`src/rtl/reg_to_obi_bridge.sv`:
```
`default_nettype none
// +-----------------------------------------------------------------------------+
// | reg_to_obi_bridge: replays one register-bus access as one OBI transaction,  |
// | with a response timeout that answers the register side early.  Rev 1.0     |
// +-----------------------------------------------------------------------------+

package reg_to_obi_pkg;
  typedef struct packed {
    logic        valid;
    logic        write;
    logic [31:0] addr;
    logic [31:0] wdata;
    logic [3:0]  wstrb;
  } reg_req_t;

  typedef struct packed {
    logic        ready;
    logic        error;
    logic [31:0] rdata;
  } reg_rsp_t;

  typedef struct packed {
    logic        req;
    logic        we;
    logic [3:0]  be;
    logic [31:0] addr;
    logic [31:0] wdata;
  } obi_req_t;

  typedef struct packed {
    logic        gnt;
    logic        rvalid;
    logic [31:0] rdata;
  } obi_resp_t;
endpackage

module reg_to_obi_bridge
  import reg_to_obi_pkg::*;
#(
  parameter int unsigned TimeoutCycles = 1024
) (
  input  logic      clk_i,
  input  logic      rst_i,
  input  reg_req_t  reg_req_i,
  output reg_rsp_t  reg_rsp_o,
  output obi_req_t  obi_req_o,
  input  obi_resp_t obi_resp_i,
  output logic      busy_o,
  output logic      timeout_o
);

  localparam logic [1:0]  S_IDLE      = 2'd0;
  localparam logic [1:0]  S_ADDR      = 2'd1;
  localparam logic [1:0]  S_RESP      = 2'd2;
  localparam logic [1:0]  S_DONE      = 2'd3;
  localparam logic        C_TO_EN     = (TimeoutCycles != 0);
  localparam logic [15:0] C_TO_LAST   = 16'(TimeoutCycles - 1);
  localparam logic [31:0] C_ERR_RDATA = 32'hBADC_AB1E;

  logic [1:0]  r_state;
  logic [1:0]  w_state_nxt;
  logic        r_we;
  logic [3:0]  r_be;
  logic [31:0] r_addr;
  logic [31:0] r_wdata;
  logic [31:0] r_rdata;
  logic [15:0] r_cnt;
  logic        r_orphan;
  logic        r_timeout;
  logic        w_accept;
  logic        w_in_flight;
  logic        w_rvalid_resp;
  logic        w_fire;

  assign w_accept      = (r_state == S_IDLE) && reg_req_i.valid;
  assign w_in_flight   = (r_state == S_ADDR) || (r_state == S_RESP);
  assign w_rvalid_resp = (r_state == S_RESP) && obi_resp_i.rvalid;
  // A completing rvalid in the expiry cycle wins over the timeout.
  assign w_fire = C_TO_EN && w_in_flight && !r_orphan &&
                  (r_cnt == C_TO_LAST) && !w_rvalid_resp;

  always_ff @(posedge clk_i or posedge rst_i) begin
    if (rst_i) begin
      r_state <= S_IDLE;
    end else begin
      r_state <= w_state_nxt;
    end
  end

  always_comb begin
    w_state_nxt = r_state;
    case (r_state)
      S_IDLE:  if (reg_req_i.valid) w_state_nxt = S_ADDR;
      S_ADDR:  if (obi_resp_i.gnt) w_state_nxt = S_RESP;
      S_RESP:  if (obi_resp_i.rvalid) w_state_nxt = r_orphan ? S_IDLE : S_DONE;
      S_DONE:  w_state_nxt = S_IDLE;
      default: w_state_nxt = S_IDLE;
    endcase
  end

  always_comb begin
    obi_req_o = '0;
    reg_rsp_o = '0;
    if (r_state == S_ADDR) begin
      obi_req_o.req   = 1'b1;
      obi_req_o.we    = r_we;
      obi_req_o.be    = r_be;
      obi_req_o.addr  = r_addr;
      obi_req_o.wdata = r_wdata;
    end
    // The timeout answer is registered so no path runs from obi_resp_i to reg_rsp_o.
    if (r_timeout) begin
      reg_rsp_o.ready = 1'b1;
      reg_rsp_o.error = 1'b1;
      reg_rsp_o.rdata = C_ERR_RDATA;
    end else if (r_state == S_DONE) begin
      reg_rsp_o.ready = 1'b1;
      reg_rsp_o.rdata = r_rdata;
    end
    busy_o    = (r_state != S_IDLE);
    timeout_o = r_timeout;
  end

  always_ff @(posedge clk_i or posedge rst_i) begin
    if (rst_i) begin
      r_we      <= 1'b0;
      r_be      <= 4'h0;
      r_addr    <= 32'h0;
      r_wdata   <= 32'h0;
      r_rdata   <= 32'h0;
      r_cnt     <= 16'h0;
      r_orphan  <= 1'b0;
      r_timeout <= 1'b0;
    end else begin
      r_timeout <= w_fire;
      if (w_accept) begin
        r_we    <= reg_req_i.write;
        r_addr  <= reg_req_i.addr & ~32'h3;
        r_wdata <= reg_req_i.wdata;
        r_be    <= reg_req_i.write ? reg_req_i.wstrb : 4'hF;
      end
      if (r_state == S_IDLE) begin
        r_cnt <= 16'h0;
      end else if (w_in_flight && !r_orphan) begin
        r_cnt <= r_cnt + 16'd1;
      end
      if (w_fire) begin
        r_orphan <= 1'b1;
      end else if (w_rvalid_resp) begin
        r_orphan <= 1'b0;
      end
      if (w_rvalid_resp && !r_orphan) begin
        r_rdata <= r_we ? 32'h0 : obi_resp_i.rdata;
      end
    end
  end

endmodule
`default_nettype wire

```
`config.mk`:
```
export PLATFORM = sky130hd
export DESIGN_NAME = reg_to_obi_bridge
export DESIGN_NICKNAME = d
export VERILOG_FILES = /design/src/rtl/reg_to_obi_bridge.sv
export SDC_FILE = /design/constraint.sdc
export NUM_CORES = 1
export LEC_CHECK = 0
export ABC_AREA = 0
export CAP_MARGIN = 20
export CORE_MARGIN = 5
export CORE_UTILIZATION = 41
export CTS_BUF_LIST = sky130_fd_sc_hd__clkbuf_8
export DETAILED_ROUTE_END_ITERATION = 8
export PLACE_DENSITY = 0.78
export SLEW_MARGIN = 20
export SYNTH_ARGS = -nofsm -noshare
export SYNTH_HDL_FRONTEND = slang
export SYNTH_SLANG_ARGS = --single-unit
```
`constraint.sdc`:
```
create_clock -name clk_i -period 3.8 [get_ports clk_i]
set_input_delay 0.57 -clock clk_i [delete_from_list [all_inputs] [get_ports clk_i]]
set_output_delay 0.57 -clock clk_i [all_outputs]
set_load 0.05 [all_outputs]
```
# == Yosys cells after proc, flatten, opt, wreduce, memory -nomap -nowiden ==
# Index checks and enable logic that the tools add are counted.
# totals
register_bits,119
in_bits,106
out_inout_bits,106
elab_cells,48
# op_classes
add_sub_neg,1
eq_ne,7
mux,17
reduce_logical,14
# ops
op,n
32-bit two-way mux,3
70-bit two-way mux,1
16-bit two-way mux,2
"16-bit by 1-bit adder with 16-bit output, second input constant",1
"16-bit by 10-bit == test with 1-bit output, second input constant",1
2-bit two-way mux,4
2-bit case mux with 4 select lines,1
1-bit logical AND,6
"2-bit != test, second input constant",3
2-bit nonzero test,3
1-bit two-way mux,5
"2-bit == test, second input constant",2
4-bit two-way mux,1
3-bit AND reduction,1
"2-bit by 1-bit == test with 1-bit output, second input constant",1
1-bit logical NOT,2
2-bit logical NOT,1
1-bit logical OR,1

# == Depth between registers and ports, before layout ==
# Gate-level depths: netlist (run 1).
# depth
depth_word,6
depth_mapped,7
depth_no_buf,6

# == Least setup slack after synthesis (run 1) ==
# OpenSTA, ideal clock, no wires.
# synth_path
kind,register -> output
from,register r_state[1]
to,output obi_req_o[39] (netlist bit)
arrival_time_ps,1970
required_time_ps,3230
setup_slack_ps,1260
path_stages_with_launch,6
n_path_buf,2
path_cell_list,dfrtp_1 -> inv_1 -> ha_1 -> clkbuf_1 -> clkbuf_1 -> and2_1
# synth_rtl
item,line_no,text
from (decl),60,logic [1:0] r_state;
from (signal assigned),86,r_state <= w_state_nxt;
to (decl),46,"output obi_req_t obi_req_o,"

==> impl_results.md, run 1 <==
- Status: complete, no violations
- Relative slew slack: a little under two fifths
- Max rail drop VDD: roughly 0.46 mV
- Nets@finish: 826
- Count of cell types in the netlist: 35
- Total CTS buffers: 17
- R2r endpoint: r_wdata[10]
- Drt total wl: ~15 mm
- CP Capture Point: obi_req_o[46]
- CTS tree: built
- Share of the synthesized area in the top cell type: ~53%
- Die Height: between 100 and 150 microns
- Placed inst area: 7850 sq um
- Clock latency at the later pin of the worst-skew pair: ~420 ps
- Drt pass-1 iters: 4
- Residual DRC: 0
- WS Path Type: register to output port
- Mapped Avg Cell Area: approximately 11 sq um
- Synth area leaders: dfrtp_1 (53%), mux2_2 (13%), and2_1 (8.9%), nand2b_1 (3.6%), o21ai_0 (3.6%)
- Synth Instances: a little over 500
- Clock Tree Buf Depth: 2
- Final setup TNS: 0 ps
- Post-synth EDFFs: 0
- PnR worst setup slack: 466 ps
- Max Freq: between 200 and 300 MHz
- Resize count post-CTS: 0
- Hold Vio Cnt, Final: 0
- Pwr Total: 6.66 mW
- Number of placement rows: 42
- Final Setup Violations: 0
- Leak: about 3.7 nW
- CTS Sinks: approximately 120
- Cell taking the most area after synthesis: dfrtp_1
- Count leader, synth: dfrtp_1
- Req. time, crit path: ~3200 ps
- Max Transition Viols Final: 0
- Worst Skew: 11.0 ps
- Pwr Density: between 800 and 900 nW/um^2
- Post-synthesis sequential area ratio: about 53%
- WL/cell: ~16 microns
- Initial antenna violation count: 0
- Clk slew on worst S/H paths: 70 ps
- Largest net degree at the start of global routing: between 60 and 70
- Startpoint types: register
- Final min period: ~3300 ps
- First-pass GRT wire length: 23.6 mm
- Reg2reg setup slack: about 1100 ps
- H-tree levels: 4
- Worst hold slack: roughly 480 ps
- Cells after DPL: 871
- Die W: 127 microns
- Clk Tree Root Cell: clkbuf_8
- Max capacitance violation total: 0
- HP Class: register to register
- Setup crit end kind: output port
- I/O pin total: about 210
- Final period utilization: a little under 90%
- Dpl ws: between 800 and 900 ps
- Synth Warn #: 0
- # Post-CTS Setup Buffers: 0
- Total core area: approximately 13000 sq um
- RSZ-0062 raised after global routing: false
- Via density: roughly 4.9
- Reg-to-Reg Start: r_state[1]
- Grt total ovfl: 0
- Cts-stage hold buffer count: 0
- Antenna Violating Nets Remaining: 0
- Worst Path Arrival: ~2800 ps
- Iter 0 DRT Violations: around 160
- Area Overhead vs Synth: 46.6%
- ANT cells: 0
- Mapped cell area: between 5000 and 6000 sq um
- Die area: 16100 sq um
- Starting Density: 42.0%
- Core Util, Final: 61.6%
- Worst Tran Pin Value: slightly above 900 ps
- Total number of vias: about 4400
- Ys async rst share: 100%
- Buffers on Ports: a little over 200
- Crit path from: r_state[1]
- DPL Wire Length: between 10 and 15 mm
- Post-route cell area: between 8000 and 9000 sq um
- Post-synth top flop: dfrtp_1
- CP max FO: 41
- Vias in the first global route: 4722
- Commonest cells in the netlist: dfrtp_1 (119), and2_1 (80), mux2_2 (63), nand2_1 (44), o21ai_0 (40)
- Worst Reg2Reg Path Length in Cells: 5
- Seq cells post-synth: roughly 120
- Total track usage: around 18%
- Ratio of cells with drive above 1 in the final layout: between 10% and 20%
- Routability cong.: 0.807
- Post-Layout Cell Count: about 900
## cells in the final DEF (no fill, tap or decap), types with 4 or more instances in the layout
master           count
a21oi_1              4
or3_1                4
clkdlybuf4s50_1    207
nor2_1              14
xnor2_1              7
clkbuf_8            23
xor2_1               4
a21o_1              20
nand4_1              4
o21ai_0             40
and2_1              80
nand2_1             43
ha_1                 5
nor2b_1              7
inv_1               15
mux2_2              63
nand2b_1            32
dfrtp_1            119
nor4_1               7
## registers in the layout (all words and copies together) (netlist names)
register,cells
r_rdata,32
r_wdata,32
r_addr,30
r_cnt,16
r_be,4
r_state,2
r_orphan,1
r_we,1
timeout_o,1
## routing by layer
| metal | GRT usage (%) | wire [microns] | up-vias |
|---|---|---|---|
| met5 | 0 | 0 | - |
| met4 | 7.44 | 286 | 0 |
| met3 | 6.94 | 1300 | 21 |
| met2 | 31.2 | 7130 | 172 |
| met1 | 20.8 | 5880 | 2106 |
| li1 | - | - | 2095 |
## critical path, stage by stage (launching register included)
cell and delay [ps]:
dfrtp_1 430, inv_1 140, ha_2 520, buf_12 250
and2_1 160, clkdlybuf4s50_1 820
## logic make-up after synthesis
| kind of cell | after synthesis | synth area share, % |
|---|---|---|
| buffers and inverters | 44 | 3.32 |
| and+or+nand+nor | 202 | 20.4 |
| DFF | 119 | 53.1 |
| other | 1 | 0.0669 |
| muxes | 64 | 12.8 |
| AOI/OAI and AO/OA | 68 | 7.25 |
| xor gates and xnor gates | 11 | 1.72 |
| adders and majority gates | 6 | 1.34 |
## cell type report
cell class	count	area, sq um
clock buffers	23	317
clock inverters	8	57.6
fillers	1087	5130
inverters	10	40.0
multi-input cells	353	2450
flip-flops and latches	119	2980
well taps	176	220
repair buffers	213	2150
## worst min-delay path by stage
stage	from	endpoint	slack [ps]	cells past startpoint
after floorplan	r_be[0]	r_be[0]	440	2
after global placement	r_rdata[6]	r_rdata[6]	460	2
after detailed placement	r_rdata[5]	r_rdata[5]	460	2
after CTS	r_rdata[5]	r_rdata[5]	480	2
after global routing	r_wdata[26]	r_wdata[26]	510	1
final	r_be[3]	r_be[3]	480	2
## where the power goes
part / switching, mW / total, mW / internal, mW
Combinational: 2.06 / 3.45 / 1.39
Clock: 0.468 / 1.07 / 0.604
Sequential: 0.314 / 2.13 / 1.82
No activity file was read; power rests on OpenSTA's default activity.
==> run 2: changes to the inputs <==
--- a/config.mk
+++ b/config.mk
@@ -6,8 +6,6 @@
 export NUM_CORES = 1
 export LEC_CHECK = 0
 export ABC_AREA = 0
-export CAP_MARGIN = 20
-export CORE_MARGIN = 5
 export CORE_UTILIZATION = 41
 export CTS_BUF_LIST = sky130_fd_sc_hd__clkbuf_8
 export DETAILED_ROUTE_END_ITERATION = 8
@@ -16,3 +14,4 @@
 export SYNTH_ARGS = -nofsm -noshare
 export SYNTH_HDL_FRONTEND = slang
 export SYNTH_SLANG_ARGS = --single-unit
+export TNS_END_PERCENT = 1
==> run 2 against run 1 <==
Non-clock buffer count did not move. Clock skew shrank 2.8 ps. Register-to-register slack better by 390 ps.
==> impl_results.md, run 2 (same netlist as run 1, synthesis figures left out) <==
- PnR worst setup slack: just under 400 ps
- H-tree levels: 4
- Max Freq: a little under 300 MHz
- WS Path Type: register to output port
- Relative slew slack: about two fifths
- Worst Reg2Reg Path Length in Cells: 5
- Starting Density: between 40% and 50%
- Reg2reg setup slack: roughly 1500 ps
- Clock Power Share: a little under a fifth
- Clock Tree Buf Depth: 2
- Total number of vias: 4409
- R2r endpoint: r_addr[21]
- CTS Sinks: between 100 and 150
- Clk slew on worst S/H paths: approximately 70 ps
- Residual DRC: 0
- Dpl ws: between 800 and 900 ps
- Antenna Violating Nets Remaining: 0
- Vias in the first global route: 4483
- WL/cell: between 15 and 20 microns
- Post-route cell area: 8250 sq um
- Post-Layout Cell Count: ~900
- Clock latency at the later pin of the worst-skew pair: about 430 ps
- Cells after DPL: between 800 and 900
- Grt total ovfl: 0
- CTS tree: built
- CP max FO: 21
- Buffers on Ports: between 200 and 250
- Max Transition Viols Final: 0
- Crit path from: r_state[1]
- Ratio of cells with drive above 1 in the final layout: about 14%
- Hold Vio Cnt, Final: 0
- Req. time, crit path: around 3200 ps
- Final setup TNS: 0 ps
- P_int: slightly below 4 mW
- Status: complete, no violations
- Commonest non-fill, non-tap cell in the layout: clkdlybuf4s50_1
- Pwr Total: just under 7 mW
- Power share of the combinational group: 50.3%
- Initial antenna violation count: 0
- Number of placement rows: between 40 and 50
- Final period utilization: about 90%
- CP Capture Point: reg_rsp_o[10]
- RSZ-0062 raised after global routing: false
- Routability cong.: between 0.8 and 0.9
- Startpoint types: register
- Final Setup Violations: 0
- Leak: about 3.7 nW
- Total CTS buffers: 17
- Worst Tran Pin Value: roughly 900 ps
- Nets@finish: between 800 and 900
- Register share of total power: 31.7%
- Max rail drop VDD: 0.485 mV
- Setup crit end kind: output port
- Cts-stage hold buffer count: 0
- First-pass GRT wire length: 21.7 mm
- Largest net degree at the start of global routing: 70
- Final min period: around 3400 ps
- Die Height: between 100 and 150 microns
- HP Class: register to register
- Die area: between 10000 and 15000 sq um
- I/O pin total: 212
- Highest-count cells in the layout ignoring fill and taps: clkdlybuf4s50_1 (207), dfrtp_1 (119), and2_1 (80), mux2_2 (63), nand2_1 (43)
- DPL Wire Length: 9.44 mm
- Resize count post-CTS: 0
- Iter 0 DRT Violations: approximately 150
- Worst Skew: about 8.1 ps
- Placed inst area: 7830 sq um
- Reg-to-Reg Start: r_state[1]
- Total track usage: 19.8%
- Drt total wl: approximately 14 mm
- Max capacitance violation total: 0
- NetSw: 2.84 mW
- # Post-CTS Setup Buffers: 0
- Top flop regs: r_rdata (32), r_wdata (32), r_addr (30)
- Worst Path Arrival: ~2900 ps
- Clk Tree Root Cell: clkbuf_8
- Total core area: approximately 13000 sq um
- Hold Crit Start: r_rdata[0]
- Drt pass-1 iters: 4
- Via density: about 4.9
- Area Overhead vs Synth: 47.2%
- Sw frac: between 40% and 50%
- ANT cells: 0
- Die W: around 120 microns
- Pwr Density: between 800 and 900 nW/um^2
==> run 2: changes by cell type in the layout (fill, tap and decap cells not counted), sizes merged <==
cell	delta
clkinv	+5
clkbuf	-4
bufinv	+3
inv	-3
==> run 2: worst min-delay path by stage <==
stage                             to  cells past startpoint
final                     r_rdata[0]                      2
after global routing      r_rdata[0]                      2
after CTS                 r_rdata[0]                      2
after detailed placement  r_rdata[0]                      2
after global placement       r_be[0]                      2
after floorplan              r_be[0]                      2
==> run 2: layout make-up <==
cell class	count	area, sq um
clock inverters	13	161
multi-input cells	353	2450
repair buffers	213	2140
fillers	1069	5040
inverters	10	40.0
well taps	176	220
flip-flops and latches	119	2980
clock buffers	19	262
==> run 2: worst max-delay path, stage by stage (launching register included) <==
cell	delay, ps
dfrtp_1	400
ha_1	160
buf_4	240
nor2b_1	580
and2_1	220
clkdlybuf4s50_1	810
==> run 2: through the flow <==
step	hold WS (ps)	utilization, %
floorplan	442	-
global placement	455	58.9
detailed placement	467	58.9
CTS	483	62.1
global route	498	62.1
finish	479	62.1
==> run 2: power groups by stage <==
stage / Combinational, mW / Sequential [mW] / Clock (mW)
floorplan: 2.47 / 2.02 / 0
global placement: 3.35 / 2.12 / 0
detailed placement: 3.42 / 2.16 / 0
CTS: 3.43 / 2.14 / 1.26
global route: 3.61 / 2.21 / 1.31
finish: 3.40 / 2.14 / 1.22
==> run 2: layer usage <==
| metal | GRT usage (%) | wire [microns] |
|---|---|---|
| met5 | 0 | 0 |
| met1 | 23.5 | 5720 |
| met3 | 8.67 | 1260 |
| met4 | 6.17 | 116 |
| met2 | 32.2 | 6490 |
